### src/rtl/cs_pkg.sv
// cs_pkg: shared constants and scheduler state encoding for the CS frame scheduler.
package cs_pkg;
    localparam int CS_WIN = 9;
    localparam int CS_XW  = 8;
    localparam int CS_YW  = 10;
    typedef enum logic [1:0] {IDLE, CLR, STREAM} cs_sched_state_t;
endpackage

### src/rtl/cs_rr_arb.sv
// cs_rr_arb: 2-way round-robin arbiter; ptr holds the most recently granted requester.
module cs_rr_arb (
    input  logic       clk,
    input  logic       reset,
    input  logic [1:0] req,
    input  logic       update,
    output logic [1:0] gnt,
    output logic       ptr
);
    logic ptr_d, ptr_q;
    always_comb begin
        gnt   = (req == 2'b11) ? (ptr_q ? 2'b01 : 2'b10) : req;
        ptr_d = update ? gnt[1] : ptr_q;
    end
    always_ff @(posedge clk) begin
        if (reset) ptr_q <= 1'b1;
        else       ptr_q <= ptr_d;
    end
    assign ptr = ptr_q;
endmodule

### src/rtl/cs_frame_sched.sv
// cs_frame_sched: arbitrates whole frames between two requesters onto one CS datapath,
// clears the CS window per frame, and registers tagged results past the warm-up.
module cs_frame_sched
    import cs_pkg::*;
#(
    parameter int NREQ = 2,
    parameter int WIN  = CS_WIN
) (
    input  logic                           clk,
    input  logic                           reset,
    input  logic [NREQ-1:0]                req_valid,
    input  logic [NREQ-1:0][CS_XW-1:0]     req_data,
    input  logic [NREQ-1:0]                req_last,
    output logic [NREQ-1:0]                req_ready,
    output logic [CS_XW-1:0]               cs_X,
    output logic                           cs_reset,
    input  logic [CS_YW-1:0]               cs_Y,
    output logic                           out_valid,
    output logic [CS_YW-1:0]               out_data,
    output logic                           out_id,
    output logic                           out_last,
    output logic                           err_short,
    output logic                           err_underrun
);
    cs_sched_state_t state_d, state_q;
    logic [3:0] cnt_d, cnt_q, cnt_inc;
    logic [1:0] gnt;
    logic g, update;
    logic pend_d, pend_q, last_pend_d, last_pend_q, short_pend_d, short_pend_q;
    logic out_valid_d, out_valid_q, out_id_d, out_id_q, out_last_d, out_last_q;
    logic err_short_d, err_short_q, err_underrun_d, err_underrun_q;
    logic [CS_YW-1:0] out_data_d, out_data_q;

    // The arbiter pointer doubles as the latched grant for the frame in flight.
    cs_rr_arb u_arb (
        .clk    (clk),
        .reset  (reset),
        .req    (req_valid),
        .update (update),
        .gnt    (gnt),
        .ptr    (g)
    );

    always_comb begin
        state_d        = state_q;
        cnt_d          = cnt_q;
        pend_d         = 1'b0;
        last_pend_d    = 1'b0;
        short_pend_d   = 1'b0;
        err_underrun_d = 1'b0;
        cnt_inc        = (cnt_q == 4'(WIN)) ? cnt_q : cnt_q + 4'd1;
        update         = (state_q == IDLE) && (|gnt);
        case (state_q)
            IDLE:    state_d = update ? CLR : IDLE;
            CLR: begin
                state_d = STREAM;
                cnt_d   = '0;
            end
            STREAM: begin
                if (!req_valid[g]) begin
                    state_d        = IDLE;
                    err_underrun_d = 1'b1;
                end else begin
                    cnt_d        = cnt_inc;
                    pend_d       = cnt_inc >= 4'(WIN);
                    last_pend_d  = req_last[g];
                    short_pend_d = req_last[g] && (cnt_inc < 4'(WIN));
                    state_d      = req_last[g] ? IDLE : STREAM;
                end
            end
            default: state_d = IDLE;
        endcase
        // cs_Y is sampled one edge after the accept so it reflects that sample.
        out_valid_d = pend_q;
        out_data_d  = pend_q ? cs_Y : out_data_q;
        out_id_d    = pend_q ? g : out_id_q;
        out_last_d  = pend_q && last_pend_q;
        err_short_d = short_pend_q;
    end

    always_ff @(posedge clk) begin
        if (reset) begin
            state_q        <= IDLE;
            cnt_q          <= '0;
            pend_q         <= 1'b0;
            last_pend_q    <= 1'b0;
            short_pend_q   <= 1'b0;
            out_valid_q    <= 1'b0;
            out_data_q     <= '0;
            out_id_q       <= 1'b0;
            out_last_q     <= 1'b0;
            err_short_q    <= 1'b0;
            err_underrun_q <= 1'b0;
        end else begin
            state_q        <= state_d;
            cnt_q          <= cnt_d;
            pend_q         <= pend_d;
            last_pend_q    <= last_pend_d;
            short_pend_q   <= short_pend_d;
            out_valid_q    <= out_valid_d;
            out_data_q     <= out_data_d;
            out_id_q       <= out_id_d;
            out_last_q     <= out_last_d;
            err_short_q    <= err_short_d;
            err_underrun_q <= err_underrun_d;
        end
    end

    assign req_ready    = (state_q == STREAM) ? (g ? 2'b10 : 2'b01) : 2'b00;
    assign cs_X         = (state_q == STREAM) ? req_data[g] : '0;
    assign cs_reset     = reset || (state_q == CLR);
    assign out_valid    = out_valid_q;
    assign out_data     = out_data_q;
    assign out_id       = out_id_q;
    assign out_last     = out_last_q;
    assign err_short    = err_short_q;
    assign err_underrun = err_underrun_q;
endmodule
### config.mk
export PLATFORM = sky130hd
export DESIGN_NAME = cs_frame_sched
export DESIGN_NICKNAME = d
export VERILOG_FILES = /design/src/rtl/cs_pkg.sv /design/src/rtl/cs_rr_arb.sv /design/src/rtl/cs_frame_sched.sv
export SDC_FILE = /design/constraint.sdc
export NUM_CORES = 1
export LEC_CHECK = 0
export ABC_AREA = 1
export BUFFER_PORTS_ARGS = -buffer_cell sky130_fd_sc_hd__buf_2
export CAP_MARGIN = 10
export CORE_MARGIN = 5
export CORE_UTILIZATION = 47
export CTS_BUF_LIST = sky130_fd_sc_hd__clkbuf_4 sky130_fd_sc_hd__clkbuf_8 sky130_fd_sc_hd__clkbuf_16
export CTS_CLUSTER_SIZE = 16
export DETAILED_ROUTE_END_ITERATION = 7
export PLACE_DENSITY = 0.9
export SYNTH_ARGS = -nofsm -noshare
export SYNTH_HDL_FRONTEND = slang
export SYNTH_HIERARCHICAL = 1
export SYNTH_SLANG_ARGS = --single-unit
### constraint.sdc
create_clock -name clk -period 1.7 [get_ports clk]
set_input_delay 0.085 -clock clk [delete_from_list [all_inputs] [get_ports clk]]
set_output_delay 0.085 -clock clk [all_outputs]
set_load 0.005 [all_outputs]
Word level (Yosys, flattened, before mapping):

Cells that the tools add are included.

* logic and storage cells: 52
* register bits after elaboration: 25
* input bits: 32
* output and inout port bits: 26

* $add $sub $neg: 1
* bitwise operators: 2
* reduce and logical (&&, ||, !) cells: 10
* $lt $le $gt $ge: 3
* equality and inequality tests: 5
* mux-type cells: 19

Operators by type and width (count)
* $mux W8: 3
* $mux W2: 6
* $mux W4: 2
* $pmux W4 S2: 1
* $mux W1: 6
* $pmux W2 S3: 1
* $add A4 B1 Y4 const B: 1
* $eq A2 B2 Y1 const B: 2
* $eq A4 B4 Y1 const B: 1
* $ge A4 B4 Y1 const B: 1
* $lt A4 B4 Y1 const B: 1
* $reduce_or A2 Y1: 2
* $logic_and A1 B1 Y1: 3
* $reduce_or A3 Y1: 1
* $eq A2 B1 Y1 const B: 1
* $logic_not A2 Y1: 1
* $lt A1 B2 Y1 const B: 1
* $ne A2 B2 Y1 const B: 1
* $not A1 Y1: 2
* $reduce_and A2 Y1: 1
* $reduce_bool A2 Y1: 1
* $logic_or A1 B1 Y1: 1

Longest topological paths before layout:

Gate-level depths: netlist of the first run.

* word-level depth: 6
* gate-level depth with buffers: 9
* gate-level depth less buffers: 9

By module:

The synthesis of the first run kept the hierarchy.

Modules (own cells, without submodules)
* cs_frame_sched: times used 1, area each 1038.5 µm², cells each 136, sequential area each 480.5 µm²
* cs_rr_arb: times used 1, area each 58.8 µm², cells each 9, sequential area each 20.0 µm²

Worst setup path after synthesis of the first run:

No wires, ideal clock.

* kind: register -> register
* start point: reg cnt_q[0]
* end point: reg pend_q (netlist: out_valid_d)
* library setup time: 0.114 ns
* path buffers: 0
* period minus slack after synthesis: 1.135 ns
* arrival time: 1.021 ns
* required time: 1.586 ns
* cell stages (with the launch flop): 9
* path slack: 0.565 ns
* cells stage by stage: dfxtp_1 ha_1 nand2_1 nor2_1 nand2_1 nand2_1 nand3_1 nand2_1 nor2_1

* longest elaborated chain between the ends: 3

RTL lines
* start, declared: RTL line cs_frame_sched.sv:26 `logic [3:0] cnt_d, cnt_q, cnt_inc;`
* start signal, assigned: RTL line cs_frame_sched.sv:96 `cnt_q <= cnt_d;`
* $add A4 B1 Y4 / $eq A4 B4 Y1 (equally long branches): RTL line cs_frame_sched.sv:51 `cnt_inc = (cnt_q == 4'(WIN)) ? cnt_q : cnt_q + 4'd1;`
* $mux W4 (*): RTL line cs_frame_sched.sv:51
* $ge A4 B4 Y1 (*): RTL line cs_frame_sched.sv:65 `pend_d = cnt_inc >= 4'(WIN);`
* end signal, assigned: RTL line cs_frame_sched.sv:97 `pend_q <= pend_d;`
* end, declared: RTL line cs_frame_sched.sv:29 `logic pend_d, pend_q, last_pend_d, last_pend_q, short_pend_d, short_pend_q;`

Every way passes the cells marked *; elsewhere a longest branch is shown, timed or not.
A chain may end at the register's enable or synchronous reset.

Worst setup path in the final report of the first run:

* start point: reg u_arb.ptr_q (netlist: u_arb/ptr)
* end point: out cs_X[6]

* longest elaborated chain between the ends: 3

RTL lines
* start, declared: RTL line cs_rr_arb.sv:10 `logic ptr_d, ptr_q;`
* start signal, assigned: RTL line cs_rr_arb.sv:17 `else ptr_q <= ptr_d;`
* $mux W8 (not written as such) (2 in a row): RTL line cs_frame_sched.sv:110 `assign cs_X = (state_q == STREAM) ? req_data[g] : '0;`
* $mux W8: RTL line cs_frame_sched.sv:110
* end, declared: RTL line cs_frame_sched.sv:15 `output logic [CS_XW-1:0] cs_X,`

No other way between the ends. The select of a mux whose other input is x is not followed.

==> results of run 1 <==
==> where the power goes <==
part | switching (W) | internal [W] | total (W)
combinational | 0.0000803 | 0.0000792 | 0.000159
clock | 0.000168 | 0.000108 | 0.000275
sequential | 0.0000105 | 0.000596 | 0.000607
==> flip-flops by register name, summed over array words and instances (netlist names) <==
signal        count
out_last          1
err_short         1
cnt_q             4
out_valid         1
err_underrun      1
last_pend_q       1
out_data         10
out_valid_d       1
u_arb/ptr         1
err_short_d       1
state_q           2
out_id            1
==> metrics by stage <==
| step | area [sq um] | total power (W) | hold WS [ns] | util (%) |
|---|---|---|---|---|
| finish | 1526 | 0.001042 | 0.03722 | 69.00 |
| global route | 1526 | 0.001105 | 0.03585 | 69.00 |
| CTS | 1526 | 0.001048 | 0.02235 | 69.00 |
| detailed placement | 1396 | 0.0007600 | 0.3161 | 63.12 |
| global placement | 1396 | 0.0007568 | 0.3078 | 63.12 |
| floorplan | 1097 | 0.0006973 | 0.1734 | - |
==> Yosys cell counts (all sizes together) <==
cell / number
clkbuf: 3
and2: 1
nand4: 2
or2: 3
nor3: 2
inv: 16
nand3: 9
a21boi: 1
xnor2: 1
ha: 2
buf: 2
o21ai: 14
a21oi: 6
nor4: 1
dfxtp: 25
nand2: 21
nor2: 28
a22o: 8
==> area by class of cell <==
cell class | count | area (sq um) | area share, %
repair buffers | 67 | 385.4 | 25.25
inverters | 16 | 60.06 | 3.934
well taps | 28 | 35.03 | 2.295
multi-input cells | 99 | 515.5 | 33.77
clock buffers | 4 | 30.03 | 1.967
flip-flops and latches | 25 | 500.5 | 32.79
==> path summary, 6_finish.rpt <==
| path | end | start | depth (start not counted) |
|---|---|---|---|
| min | u_arb/ptr$_SDFFE_PP1P_ | req_valid[1] | 3 |
| max reg2reg | out_valid_d$_SDFF_PP0_ | cnt_q[0]$_SDFFE_PP0P_ | 8 |
| min reg2reg | err_short$_SDFF_PP0_ | err_short_d$_SDFF_PP0_ | 2 |
| max | cs_X[6] | u_arb/ptr$_SDFFE_PP1P_ | 4 |
==> cell families after synthesis <==
| family | Yosys count | synth area share [%] |
|---|---|---|
| xor+xnor | 1 | 0.7983 |
| simple gates | 67 | 27.37 |
| compound gates | 29 | 16.53 |
| buf+inv | 21 | 7.412 |
| flops | 25 | 45.61 |
| fa+ha+maj | 2 | 2.280 |
==> layer usage <==
metal / vias to the layer above / GRT usage, %
met4: 0 / 10.26
met3: 10 / 2.632
met5: - / 0
li1: 606 / -
met2: 26 / 32.38
met1: 527 / 19.95
==> critical path, delay by kind of cell (launching register included) <==
family / cells / cell delay, ns
simple gates: 1 / 0.29
flops: 1 / 0.44
buf+inv: 2 / 0.20
compound gates: 1 / 0.20
==> flow_metrics.tcl, run 1 <==
set metrics [dict create \
    grt_setup_unrepaired "no" \
    global_route_wire_length_before_repair_mm 4.712 \
    final_tns_setup_ns 0 \
    postSynthNetCount 179 \
    remaining_drc_errors 0 \
    antenna_cells_inserted 0 \
    post_synthesis_cell_area_sq_um 1097 \
    number_of_antenna_violations_at_the_first_check_in_global_routing 0 \
    cts_inserted_buffers 3 \
    root_buffer "sky130_fd_sc_hd__clkbuf_4" \
    resized_gates_after_cts 0 \
    worst_pin_slew_ns 0.3999 \
    reg2reg_slack_ns 0.42 \
    synth.avg_cell_area_sq_um 7.568 \
    final_common_cell "sky130_fd_sc_hd__buf_2" \
    drt-total-wl_mm 2.953 \
    arrival_time_at_the_worst_endpoint_ns 1.44 \
    p_leak_nw 0.8129 \
    number_of_setup_violations_in_the_final_report 0 \
    yosys.area.top_type "sky130_fd_sc_hd__dfxtp_1" \
    gp_congestion 0.9368 \
    area.growth.synth_to_final_pct 39.11 \
    core_area_sq_um 2212 \
    crit_end_element "primary output" \
    final-max-slew-violation-count 0 \
    num_vias 1169 \
    drtIter0Drc 44 \
    syn_inst 145 \
    antenna_violating_nets_post_route 0 \
    min_period_ns 1.530 \
    cell_type_of_the_slowest_stage_on_the_worst_timing_path "sky130_fd_sc_hd__dfxtp_1" \
    synth.ff_latch_count 25 \
    drt-vias-per-instance 4.891 \
    ios 58 \
    initial_core_utilization_pct 49.60 \
    cts_buffer_depth 2 \
    yosys_warnings 6 \
    mostFrequentLayoutCells "sky130_fd_sc_hd__buf_2, sky130_fd_sc_hd__nor2_1, sky130_fd_sc_hd__dfxtp_1" \
    layout-drive-gt1-share_pct 32.23 \
    preCtsSetupSlack_ns 0.4564 \
    met2_length_mm 1.578 \
    cts_sinks 25 \
    ir_worst_vdd_mv 0.4142 \
    maxCapViolations 0 \
    yosysUniqueCellTypes 25 \
    critPathMaxStageDelay_ns 0.44 \
    worst-endpoint-required_ns 1.62 \
    worst-path-max-fanout 9 \
    cp-start-kind "flop" \
    clkLatencyLatePin_ns 0.32 \
    highest_signal_layer_in_the_routed_design "met4" \
    yosys.area.top_type_share_pct 45.61 \
    dp.final_hpwl_mm 2.059 \
    avgRoutedWirePerCell_microns 12.36 \
    drt_pass1_iterations 4 \
    nNetsFinal 246 \
    skew_ns 0.004286 \
    met3WireLength_microns 107 \
    worst_hold_path_type "primary input to flop" \
    slew_headroom_pct 73.30 \
    fp-row-count 17 \
    synth.top_cells.by_area "sky130_fd_sc_hd__dfxtp_1, sky130_fd_sc_hd__nor2_1, sky130_fd_sc_hd__nand2_1, sky130_fd_sc_hd__a22o_1, sky130_fd_sc_hd__o21ai_0" \
    fin_cells 239 \
    max_freq_mhz 653.7 \
    holdBufCountCts 10 \
    final.fill_count 192 \
    grt_pass1_vias 1092 \
    timing.final.ws_setup_ns 0.1702 \
    clkSlewWorstSetupHoldPaths_ns 0.12 \
    period_share_pct 89.99 \
    wl_met1_mm 1.153 \
    grt.total_usage_pct 17.99 \
    tritoncts_clock_tree "done" \
    port-buffer-count 57 \
    hold_viol 0 \
    die_footprint_sq_um 3401 \
    numPlacedInstances 225 \
    p_per_area_nw_per_um2 682.5 \
    seq_area_frac_synth_pct 45.61 \
    die-width_microns 58.32 \
    chipHeight_microns 58.32 \
    worstSetupPathType "flop to primary output" \
    grt_overflow 0 \
    maximum_number_of_pins_on_one_net_before_global_route_repair 15 \
    critical_path.cell_chain "inv_2, nor2_2, a22o_1, buf_2" \
    h-tree-depth 1 \
    post_cts_repair_timing_setup_buffer_count 0 \
    status "complete, no violations" \
]
(Power assumes the default switching activity.)
==> inputs of run 2 (changes only) <==
clock period = 1.8 ns   (was 1.7 ns; I/O delays follow)
==> flow_metrics.tcl, run 2 (same netlist as run 1, synthesis figures left out) <==
set metrics [dict create \
    status "complete, no violations" \
    ios 58 \
    worstSetupPathType "flop to primary output" \
    final.fill_count 203 \
    drtIter0Drc 32 \
    crit_end_element "primary output" \
    design_power_total_w 0.0009873 \
    core_area_sq_um 2212 \
    largest_register_ffs 10 \
    h-tree-depth 1 \
    worst_pin_slew_ns 0.3803 \
    antenna_cells_inserted 0 \
    die_footprint_sq_um 3401 \
    period_share_pct 85.46 \
    layout.cell_area.non_filler_sq_um 1518 \
    ff2ff_path_depth 8 \
    min_period_ns 1.538 \
    grt_use_met1_pct 20.30 \
    grt-busiest-layer "met2" \
    p_per_area_nw_per_um2 650.5 \
    drt_pass1_iterations 4 \
    worst-path-max-fanout 9 \
    hold_viol 0 \
    whs_path_depth 3 \
    grt_overflow 0 \
    arrival_time_at_the_worst_endpoint_ns 1.45 \
    avgRoutedWirePerCell_microns 12.09 \
    mostFrequentLayoutCells "sky130_fd_sc_hd__buf_2, sky130_fd_sc_hd__nor2_1, sky130_fd_sc_hd__dfxtp_1" \
    chipHeight_microns 58.32 \
    maximum_number_of_pins_on_one_net_before_global_route_repair 17 \
    remaining_drc_errors 0 \
    grt.total_usage_pct 17.28 \
    fin_cells 238 \
    tritoncts_clock_tree "done" \
    groute.layer.met2.usage_pct 30.78 \
    layout-drive-gt1-share_pct 32.38 \
    total_placed_instance_area_sq_um 1396 \
    cp-start-kind "flop" \
    number_of_antenna_violations_at_the_first_check_in_global_routing 0 \
    initial_core_utilization_pct 49.60 \
    num_vias 1163 \
    grt_pass1_vias 1044 \
    die-width_microns 58.32 \
    antenna_violating_nets_post_route 0 \
    slew_headroom_pct 74.61 \
    cts_inserted_buffers 3 \
    post_cts_repair_timing_setup_buffer_count 0 \
    p_leak_nw 0.8087 \
    dp.final_hpwl_mm 2.018 \
    global_route_wire_length_before_repair_mm 4.623 \
    skew_ns 0.01089 \
    worst-endpoint-required_ns 1.71 \
    fp-row-count 17 \
    grt_setup_unrepaired "no" \
    ir_worst_vdd_mv 0.5788 \
    drt-vias-per-instance 4.887 \
    numPlacedInstances 225 \
    cts_buffer_depth 2 \
    worst_hold_path_type "primary input to flop" \
    nNetsFinal 245 \
    area.growth.synth_to_final_pct 38.31 \
    clkLatencyLatePin_ns 0.32 \
    final_tns_setup_ns 0 \
    drt-total-wl_mm 2.877 \
    number_of_setup_violations_in_the_final_report 0 \
    gp_congestion 0.9183 \
    max_freq_mhz 650.1 \
    final-max-slew-violation-count 0 \
    maxCapViolations 0 \
    clkSlewWorstSetupHoldPaths_ns 0.15 \
    global_route.usage.met3_pct 3.509 \
    root_buffer "sky130_fd_sc_hd__clkbuf_4" \
    port-buffer-count 57 \
    cts_sinks 25 \
    final_common_cell "sky130_fd_sc_hd__buf_2" \
]
## run 2: timing repair
action | 4_1_cts | 5_1_grt
hold endpoints to repair | 9 | 0
gates resized for setup | 0 | 0
endpoints found under the setup margin | 0 | 0
hold buffers | 9 | 0
## run 2: power by group
group / total (W) / leakage (nW) / internal, W / switching, W
Clock: 0.000266 / 0.0183 / 0.0000903 / 0.000175
Combinational: 0.000149 / 0.588 / 0.0000734 / 0.0000752
Sequential: 0.000573 / 0.202 / 0.000564 / 0.00000951
## run 2: routing by layer
metal | up-vias | wire length (microns)
met5 | - | 0
li1 | 605 | -
met3 | 6 | 114
met1 | 521 | 1125
met4 | 0 | 53
met2 | 31 | 1584
## run 2: worst paths after layout
check | start | endpoint | slack (ns)
setup / recovery | u_arb/ptr$_SDFFE_PP1P_ | cs_X[5] | 0.26
hold / removal | cs_Y[2] | out_data[2]$_SDFFE_PP0P_ | 0.02
setup reg to reg | cnt_q[1]$_SDFFE_PP0P_ | out_valid_d$_SDFF_PP0_ | 0.51
hold reg to reg | err_short_d$_SDFF_PP0_ | err_short$_SDFF_PP0_ | 0.40
## run 2: cell type report
| class | instances | area [sq um] | area share, % |
|---|---|---|---|
| Clock buffer | 3 | 22.52 | 1.484 |
| Clock inverter | 1 | 8.758 | 0.5771 |
| Inverter | 16 | 60.06 | 3.957 |
| Multi-Input combinational cell | 99 | 515.5 | 33.97 |
| Sequential cell | 25 | 500.5 | 32.98 |
| Tap cell | 28 | 35.03 | 2.308 |
| Timing Repair Buffer | 66 | 375.4 | 24.73 |
## run 2: per-stage QoR
stage / hold slack (ns) / utilization [%] / worst slack [ns]
after global routing: 0.02337 / 68.61 / 0.1287
after CTS: 0.001594 / 68.61 / 0.2439
final: 0.01545 / 68.61 / 0.2617
after floorplan: 0.1784 / - / 0.6649
after detailed placement: 0.3188 / 63.12 / 0.5552
after global placement: 0.3128 / 63.12 / 0.5838
## run 2: worst max-delay path, cell delays in order (launching register included)
cell                      delay [ns]
sky130_fd_sc_hd__dfxtp_1        0.44
sky130_fd_sc_hd__inv_2          0.09
sky130_fd_sc_hd__nor2_2         0.29
sky130_fd_sc_hd__a22o_1         0.20
sky130_fd_sc_hd__buf_2          0.11
==> inputs of run 3 (changes only) <==
MAX_ROUTING_LAYER = met4   (was unset)
==> flow_metrics.tcl, run 3 (same netlist as run 1, synthesis figures left out) <==
set metrics [dict create \
    chipHeight_microns 58.32 \
    worst_hold_path_type "primary input to flop" \
    numPlacedInstances 225 \
    period_share_pct 85.50 \
    final_common_cell "sky130_fd_sc_hd__buf_2" \
    cts_inserted_buffers 3 \
    whs_path_depth 3 \
    clkLatencyLatePin_ns 0.32 \
    antenna_violating_nets_post_route 0 \
    number_of_setup_violations_in_the_final_report 0 \
    cts_buffer_depth 2 \
    remaining_drc_errors 0 \
    skew_ns 0.01179 \
    sequentialPowerShare_pct 58.0 \
    worst-endpoint-required_ns 1.71 \
    antenna_cells_inserted 0 \
    crit_end_element "primary output" \
    number_of_antenna_violations_at_the_first_check_in_global_routing 0 \
    grt_setup_unrepaired "no" \
    hold-path-endpoint "out_data[2]$_SDFFE_PP0P_" \
    worst-path-max-fanout 9 \
    grt.total_usage_pct 17.70 \
    drt_pass1_iterations 4 \
    timing.final.ws_setup_ns 0.2610 \
    drt-total-wl_mm 2.867 \
    fin_cells 238 \
    p_per_area_nw_per_um2 651.0 \
    preCtsSetupSlack_ns 0.5552 \
    grt_pass1_vias 1048 \
    intPower_w 0.0007274 \
    timing.hold.worst.start "cs_Y[2]" \
    clkSlewWorstSetupHoldPaths_ns 0.15 \
    switching_share_pct 26.39 \
    ir_worst_vdd_mv 0.5792 \
    die-width_microns 58.32 \
    die_footprint_sq_um 3401 \
    p_leak_nw 0.8087 \
    ff2ff_path_depth 8 \
    gp_congestion 0.9343 \
    pwr-share-comb_pct 15.0 \
    root_buffer "sky130_fd_sc_hd__clkbuf_4" \
    status "complete, no violations" \
    fp-row-count 17 \
    reg2reg_slack_ns 0.52 \
    utilization_pct 68.61 \
    tritoncts_clock_tree "done" \
    largest_register_ffs 10 \
    grt_overflow 0 \
    arrival_time_at_the_worst_endpoint_ns 1.45 \
    worstSetupPathType "flop to primary output" \
    area.growth.synth_to_final_pct 38.31 \
    reg2reg_from "cnt_q[1]$_SDFFE_PP0P_" \
    port-buffer-count 57 \
    nNetsFinal 245 \
    hold_viol 0 \
    h-tree-depth 1 \
    cts_sinks 25 \
    num_vias 1162 \
    final-max-slew-violation-count 0 \
    timing.rr.end "out_valid_d$_SDFF_PP0_" \
    cp-start-kind "flop" \
    avgRoutedWirePerCell_microns 12.05 \
    mostFrequentLayoutCells "sky130_fd_sc_hd__buf_2, sky130_fd_sc_hd__nor2_1, sky130_fd_sc_hd__dfxtp_1" \
    final_tns_setup_ns 0 \
    core_area_sq_um 2212 \
    initial_core_utilization_pct 49.60 \
    ios 58 \
    maximum_number_of_pins_on_one_net_before_global_route_repair 17 \
    worst_pin_slew_ns 0.3866 \
    slew_headroom_pct 74.19 \
    max_freq_mhz 649.8 \
    resized_gates_after_cts 0 \
    clock_power_share_pct 27.0 \
    min_period_ns 1.539 \
    drt-vias-per-instance 4.882 \
    final.fill_count 203 \
    drtIter0Drc 34 \
    global_route_wire_length_before_repair_mm 4.595 \
    dp.final_hpwl_mm 2.018 \
    layout-drive-gt1-share_pct 32.38 \
    maxCapViolations 0 \
    power.net_switching_w 0.0002607 \
]
-- run 3: metal layers --
layer | share of wire [%] | vias up | global-route usage [%]
li1 | - | 602 | -
met1 | 38 | 512 | 20.16
met2 | 55 | 42 | 30.46
met3 | 4.8 | 6 | 3.289
met4 | 2.3 | 0 | 6.954
met5 | 0 | - | -
-- run 3: layout make-up --
cell class	count	area [sq um]	share of cell area, %
Inverter	16	60.06	3.957
Clock buffer	3	22.52	1.484
Sequential cell	25	500.5	32.98
Multi-Input combinational cell	99	515.5	33.97
Timing Repair Buffer	66	375.4	24.73
Clock inverter	1	8.758	0.5771
Tap cell	28	35.03	2.308
-- run 3: worst max-delay path by stage --
stage	start	endpoint	slack (ns)
floorplan	cnt_q[0]$_SDFFE_PP0P_	out_valid_d$_SDFF_PP0_	0.66
global placement	cnt_q[1]$_SDFFE_PP0P_	out_valid_d$_SDFF_PP0_	0.58
detailed placement	cnt_q[1]$_SDFFE_PP0P_	out_valid_d$_SDFF_PP0_	0.56
CTS	u_arb/ptr$_SDFFE_PP1P_	cs_X[3]	0.24
global route	u_arb/ptr$_SDFFE_PP1P_	cs_X[6]	0.13
finish	u_arb/ptr$_SDFFE_PP1P_	cs_X[5]	0.26
-- run 3: power groups by stage --
stage | Sequential, W | Combinational, W | Clock [W]
floorplan | 0.000584 | 0.0000747 | 0
global placement | 0.000585 | 0.000130 | 0
detailed placement | 0.000585 | 0.000132 | 0
CTS | 0.000573 | 0.000147 | 0.000274
global route | 0.000575 | 0.000167 | 0.000303
finish | 0.000573 | 0.000148 | 0.000267
-- run 3: timing repair --
item / in CTS / in global routing
hold endpoints to repair: 9 / 0
hold buffers: 9 / 0
setup buffers: 0 / 0
endpoints found under the setup margin: 0 / 0
-- run 3: worst max-delay path, cell delays in order (launching register included) --
cell                      delay, ns
sky130_fd_sc_hd__dfxtp_1       0.44
sky130_fd_sc_hd__inv_2         0.09
sky130_fd_sc_hd__nor2_2        0.30
sky130_fd_sc_hd__a22o_1        0.20
sky130_fd_sc_hd__buf_2         0.11
-- run 3: through the flow --
| stage | hold WS [ns] | total power (W) | area (sq um) |
|---|---|---|---|
| floorplan | 0.1784 | 0.0006586 | 1097 |
| finish | 0.02181 | 0.0009881 | 1518 |
| CTS | 0.001594 | 0.0009940 | 1518 |
| global route | 0.02338 | 0.001045 | 1518 |
| global placement | 0.3128 | 0.0007148 | 1396 |
| detailed placement | 0.3188 | 0.0007175 | 1396 |
